==> src/rtl/pls_pkg.sv <==
// Shared encodings for the PLS indication mapper: filter FSM states and
// the PLS primitive level constants.
package pls_pkg;

  typedef enum logic [1:0] {
    FLT_LOW  = 2'b00,
    FLT_RISE = 2'b01,
    FLT_HIGH = 2'b11,
    FLT_FALL = 2'b10
  } flt_state_e;

  localparam logic SIGNAL_ERROR = 1'b1;
  localparam logic CARRIER_ON   = 1'b1;

endpackage

==> src/rtl/pls_level_filter.sv <==
// Glitch filter: the registered output follows din only after FILTER_LEN
// consecutive samples at the new level.
module pls_level_filter
  import pls_pkg::*;
#(
  parameter int unsigned FILTER_LEN = 2
) (
  input  logic clk,
  input  logic reset_L,
  input  logic din,
  output logic dout
);

  localparam logic [3:0] LEN = 4'(FILTER_LEN);

  flt_state_e state_q, state_d;
  logic [3:0] run_q, run_d;
  logic [3:0] run_inc;
  logic       dout_q, dout_d;

  // Next-state, run-length and output decode
  always_comb begin
    state_d = state_q;
    run_d   = run_q;
    run_inc = run_q + 4'd1;
    case (state_q)
      FLT_LOW: begin
        if (din) begin
          if (FILTER_LEN == 1) begin
            state_d = FLT_HIGH;
            run_d   = '0;
          end else begin
            state_d = FLT_RISE;
            run_d   = 4'd1;
          end
        end
      end
      FLT_RISE: begin
        if (din) begin
          if (run_inc == LEN) begin
            state_d = FLT_HIGH;
            run_d   = '0;
          end else begin
            run_d = run_inc;
          end
        end else begin
          state_d = FLT_LOW;
          run_d   = '0;
        end
      end
      FLT_HIGH: begin
        if (!din) begin
          if (FILTER_LEN == 1) begin
            state_d = FLT_LOW;
            run_d   = '0;
          end else begin
            state_d = FLT_FALL;
            run_d   = 4'd1;
          end
        end
      end
      FLT_FALL: begin
        if (!din) begin
          if (run_inc == LEN) begin
            state_d = FLT_LOW;
            run_d   = '0;
          end else begin
            run_d = run_inc;
          end
        end else begin
          state_d = FLT_HIGH;
          run_d   = '0;
        end
      end
      default: begin
        state_d = FLT_LOW;
        run_d   = '0;
      end
    endcase
    // Output is taken from the next state so it changes on the qualifying edge
    dout_d = (state_d == FLT_HIGH) || (state_d == FLT_FALL);
  end

  // State, run counter and output registers
  always_ff @(posedge clk or negedge reset_L) begin
    if (!reset_L) begin
      state_q <= FLT_LOW;
      run_q   <= '0;
      dout_q  <= 1'b0;
    end else begin
      state_q <= state_d;
      run_q   <= run_d;
      dout_q  <= dout_d;
    end
  end

  assign dout = dout_q;

endmodule

==> src/rtl/pls_indication_mapper.sv <==
// Multi-channel MII col/crs to PLS_SIGNAL/PLS_CARRIER indication mapper with
// glitch filters, duplex gating, collision event pulses and saturating counters.
module pls_indication_mapper
  import pls_pkg::*;
#(
  parameter int unsigned N_CH       = 4,
  parameter int unsigned FILTER_LEN = 2,
  parameter int unsigned CNT_W      = 8
) (
  input  logic                  clk,
  input  logic                  reset_L,
  input  logic [N_CH-1:0]       col,
  input  logic [N_CH-1:0]       crs,
  input  logic [N_CH-1:0]       duplex_full,
  input  logic [N_CH-1:0]       cnt_clr,
  output logic [N_CH-1:0]       pls_signal_indication,
  output logic [N_CH-1:0]       pls_carrier_indication,
  output logic [N_CH-1:0]       col_event,
  output logic [N_CH*CNT_W-1:0] col_count
);

  localparam logic [CNT_W-1:0] CNT_MAX = '1;
  localparam logic [CNT_W-1:0] CNT_ONE = CNT_W'(1);

  logic [N_CH-1:0]       col_gated;
  logic [N_CH-1:0]       sig_prev_q, sig_prev_d;
  logic [N_CH*CNT_W-1:0] cnt_q, cnt_d;

  // Full-duplex channels never present a collision to the filter
  assign col_gated = col & ~duplex_full;

  for (genvar i = 0; i < N_CH; i++) begin : g_ch
    pls_level_filter #(.FILTER_LEN(FILTER_LEN)) u_col_flt (
      .clk     (clk),
      .reset_L (reset_L),
      .din     (col_gated[i]),
      .dout    (pls_signal_indication[i])
    );
    pls_level_filter #(.FILTER_LEN(FILTER_LEN)) u_crs_flt (
      .clk     (clk),
      .reset_L (reset_L),
      .din     (crs[i]),
      .dout    (pls_carrier_indication[i])
    );
  end

  // Event is the first cycle SIGNAL_ERROR is seen; counters update on it
  always_comb begin
    logic [CNT_W-1:0] cur;
    cur        = '0;
    sig_prev_d = pls_signal_indication;
    col_event  = pls_signal_indication & ~sig_prev_q;
    cnt_d      = cnt_q;
    for (int unsigned i = 0; i < N_CH; i++) begin
      cur = cnt_q[i*CNT_W +: CNT_W];
      if (col_event[i] && (pls_signal_indication[i] == SIGNAL_ERROR)) begin
        // A clear coinciding with an event restarts the count at one
        if (cnt_clr[i])           cnt_d[i*CNT_W +: CNT_W] = CNT_ONE;
        else if (cur != CNT_MAX)  cnt_d[i*CNT_W +: CNT_W] = cur + CNT_ONE;
      end else if (cnt_clr[i]) begin
        cnt_d[i*CNT_W +: CNT_W] = '0;
      end
    end
  end

  // Previous-indication and counter registers
  always_ff @(posedge clk or negedge reset_L) begin
    if (!reset_L) begin
      sig_prev_q <= '0;
      cnt_q      <= '0;
    end else begin
      sig_prev_q <= sig_prev_d;
      cnt_q      <= cnt_d;
    end
  end

  assign col_count = cnt_q;

endmodule

==> config.mk <==
export PLATFORM = sky130hd
export DESIGN_NAME = pls_indication_mapper
export DESIGN_NICKNAME = d
export VERILOG_FILES = /design/src/rtl/pls_pkg.sv /design/src/rtl/pls_level_filter.sv /design/src/rtl/pls_indication_mapper.sv
export SDC_FILE = /design/constraint.sdc
export NUM_CORES = 1
export LEC_CHECK = 0
export ABC_CLOCK_PERIOD_IN_PS = 2100
export BUFFER_PORTS_ARGS = -buffer_cell sky130_fd_sc_hd__buf_4
export CAP_MARGIN = 25
export CORE_UTILIZATION = 60
export DETAILED_ROUTE_END_ITERATION = 16
export GPL_ROUTABILITY_DRIVEN = 1
export PLACE_DENSITY = 0.87
export SKIP_LAST_GASP = 1
export SYNTH_ARGS = -nofsm -noshare
export SYNTH_HDL_FRONTEND = slang
export SYNTH_HIERARCHICAL = 1
export SYNTH_SLANG_ARGS = --single-unit
==> constraint.sdc <==
create_clock -name clk -period 2.1 [get_ports clk]
set_input_delay 0.42 -clock clk [delete_from_list [all_inputs] [get_ports clk]]
set_output_delay 0.42 -clock clk [all_outputs]
set_load 0.02 [all_outputs]
==> metrics.txt <==
outcome=finished clean; worst skew pair latency=0.35 ns; number of enable flip-flop cells after synthesis=0; ys async rst share=100%; Arr. time, crit path=2.03 ns; worst r2r src=g_ch[2].u_col_flt/state_q[0]; CTS tree=built; Num CTS Buffers=9; Vias per Instance=6.00; Worst VDD drop=0.677 mV; Clock Skews=0.00844 ns; worst-path maximum fanout=5; startpoint types=register; total of max-cap violations=0; # DRC=0; nets@finish=786; share of cells above drive strength 1=20.3%; initial antenna violation count=0; reg2reg path depth=6; GR Util All Layers=22.5%; largest net degree at the start of global routing=43; final slew viol count=0; DR pass1 iterations=5; wire per inst=14.2 um; internal reg-to-reg setup slack=0.32 ns; Worst Path Required=2.35 ns; Synth Cell Area=6260 um2; worst min-delay path class=in2async; critical setup path kind=reg2reg; post-CTS resize count=0; power per cell area=1040 nW/um2; die outline height=104 um; vias in the first global route=4734; Hold WS=0.0429 ns; RSZ-0062 raised after global routing=false; Rows=36; Main synth FF type=dfrtp_1; syn_area_per_cell=9.71 um2; ANT cells=0; Port Buf Inserts=61; Initial Utilization=62.9%; root buf cell=clkbuf_8; Distinct cells, synth=66; Tcrit/Tclk final=84.8%; Setup Fix Bufs, Post-CTS=0; global-route wire length before repair=20.4 mm; IO Count=62; worst r2r dst=g_ch[2].u_col_flt/run_q[2]; Seq/Total Area, Yosys=35.2%; Final setup viols=0; total gr overflow=0; Fmax=562 MHz; Cells after Synth=645; Final Power=7.33 mW; Slew @ Worst Pin=0.552 ns; clk buf depth=2; core area=9950 um2; Critical Path End Type=register; Fillers=739; Sink Count=88; H-tree levels=3; area grow syn2layout=12.5%; relative slew slack=63.1%; Yosys warnings=6; synthesized flop and latch total=88; Pleak=3.26 nW; die area=10900 um2; synthesized net count=723; die width=104 um; post-route ant nets=0; WL final=12.0 mm; routed via count=5073; DP HPWL=9.15 mm; Post-CTS Hold Buffers=0; Setup TNS=0 ns; DR iter-0 viols=290; gp weighted congestion=0.940; clk slew on worst S/H paths=0.08 ns; Fin. Hold Viols=0; fin crit period=1.78 ns
## where the power goes
group          total [mW]  leakage (nW)  internal (mW)  switching [mW]
Combinational        3.74          2.00           1.70            2.04
Sequential           2.57          1.17           2.06           0.512
Clock                1.02        0.0834          0.460           0.564
## through the flow
step	area, um2	instances	worst slack (ns)	utilization (%)
4_1_cts	7050	846	0.335	70.8
3_3_place_gp	6880	830	0.284	69.1
3_5_place_dp	6880	830	0.239	69.1
2_1_floorplan	6260	645	0.434	-
6_report	7050	846	0.319	70.8
5_1_grt	7050	846	0.154	70.8
## sequential cells by signal, indices dropped and copies added, names as in the netlist
register,count
sig_prev_q,4
g_ch.u_col_flt/run_q,16
g_ch.u_crs_flt/dout,4
g_ch.u_col_flt/state_q,6
g_ch.u_crs_flt/run_q,16
g_ch.u_col_flt/dout,4
g_ch.u_crs_flt/state_q,6
col_count,32
## placed cells by master (no fill, tap or decap), types with 7 or more instances in the layout
cell | Yosys | layout
a21o_1 | 8 | 8
a21oi_1 | 25 | 25
and3b_1 | 16 | 16
buf_4 | 0 | 67
clkbuf_8 | 0 | 10
dfrtp_1 | 88 | 88
ha_1 | 60 | 60
inv_1 | 33 | 33
mux2_2 | 16 | 16
mux2i_1 | 14 | 14
nand2_1 | 57 | 57
nand3_1 | 30 | 30
nor2_1 | 27 | 27
nor2b_1 | 7 | 7
nor3_1 | 8 | 8
nor3b_1 | 17 | 17
o21ai_0 | 40 | 40
o21ai_2 | 8 | 8
o21bai_1 | 9 | 9
o31ai_1 | 25 | 25
xor2_1 | 15 | 15
## Yosys cell counts (all sizes together), types with 14 or more instances
library cell / n / area, um2
nand2: 57 / 214
mux2: 16 / 180
o21ai: 54 / 300
nand3: 30 / 150
xor2: 15 / 131
o31ai: 33 / 323
nor2: 31 / 126
a21oi: 25 / 125
inv: 33 / 124
mux2i: 14 / 140
and3b: 16 / 140
ha: 60 / 751
dfrtp: 88 / 2200
nor3b: 17 / 128
## worst max-delay path by stage
| stage | startpoint | end | cells after the start |
|---|---|---|---|
| floorplan | g_ch[1].u_col_flt/dout | g_ch[1].u_col_flt/run_q[2] | 6 |
| global placement | duplex_full[1] | g_ch[1].u_col_flt/run_q[2] | 5 |
| detailed placement | duplex_full[2] | g_ch[2].u_col_flt/run_q[2] | 7 |
| CTS | g_ch[2].u_crs_flt/state_q[1] | g_ch[2].u_crs_flt/run_q[2] | 6 |
| global route | g_ch[2].u_crs_flt/state_q[0] | g_ch[2].u_crs_flt/run_q[2] | 6 |
| finish | g_ch[2].u_col_flt/state_q[0] | g_ch[2].u_col_flt/run_q[2] | 6 |
## per-layer routing
metal	GRT usage [%]	wire, um	vias up
li1	-	-	2516
met1	27.9	5380	2427
met2	39.1	6100	112
met3	2.63	349	18
met4	10.1	191	0
met5	0	0	-
## logic make-up after synthesis
logic type / count (synthesis) / share of synthesized area [%]
AO/OA/AOI/OAI: 183 / 22.1
XOR/XNOR: 17 / 2.38
adder cells (fa/ha/maj): 60 / 12.0
buffers and inverters: 49 / 3.14
flip-flops: 88 / 35.2
multiplexers: 30 / 5.11
AND/OR/NAND/NOR: 218 / 20.2
## area by class of cell
cell class	count	area (um2)	area share, %
Multi-Input combinational cell	508	3860	54.8
Sequential cell	88	2200	31.2
Tap cell	133	166	2.36
Clock buffer	13	149	2.11
Timing Repair Buffer	68	523	7.42
Clock inverter	3	17.5	0.249
Inverter	33	124	1.76
## worst max-delay path: stages, from the launching register on
cell     delay, ns
dfrtp_1       0.43
inv_1         0.12
ha_1          0.27
nor3b_1       0.16
o21ai_0       0.37
nor3b_1       0.12
a21o_2        0.20
Power figures use the tool's default switching activity.
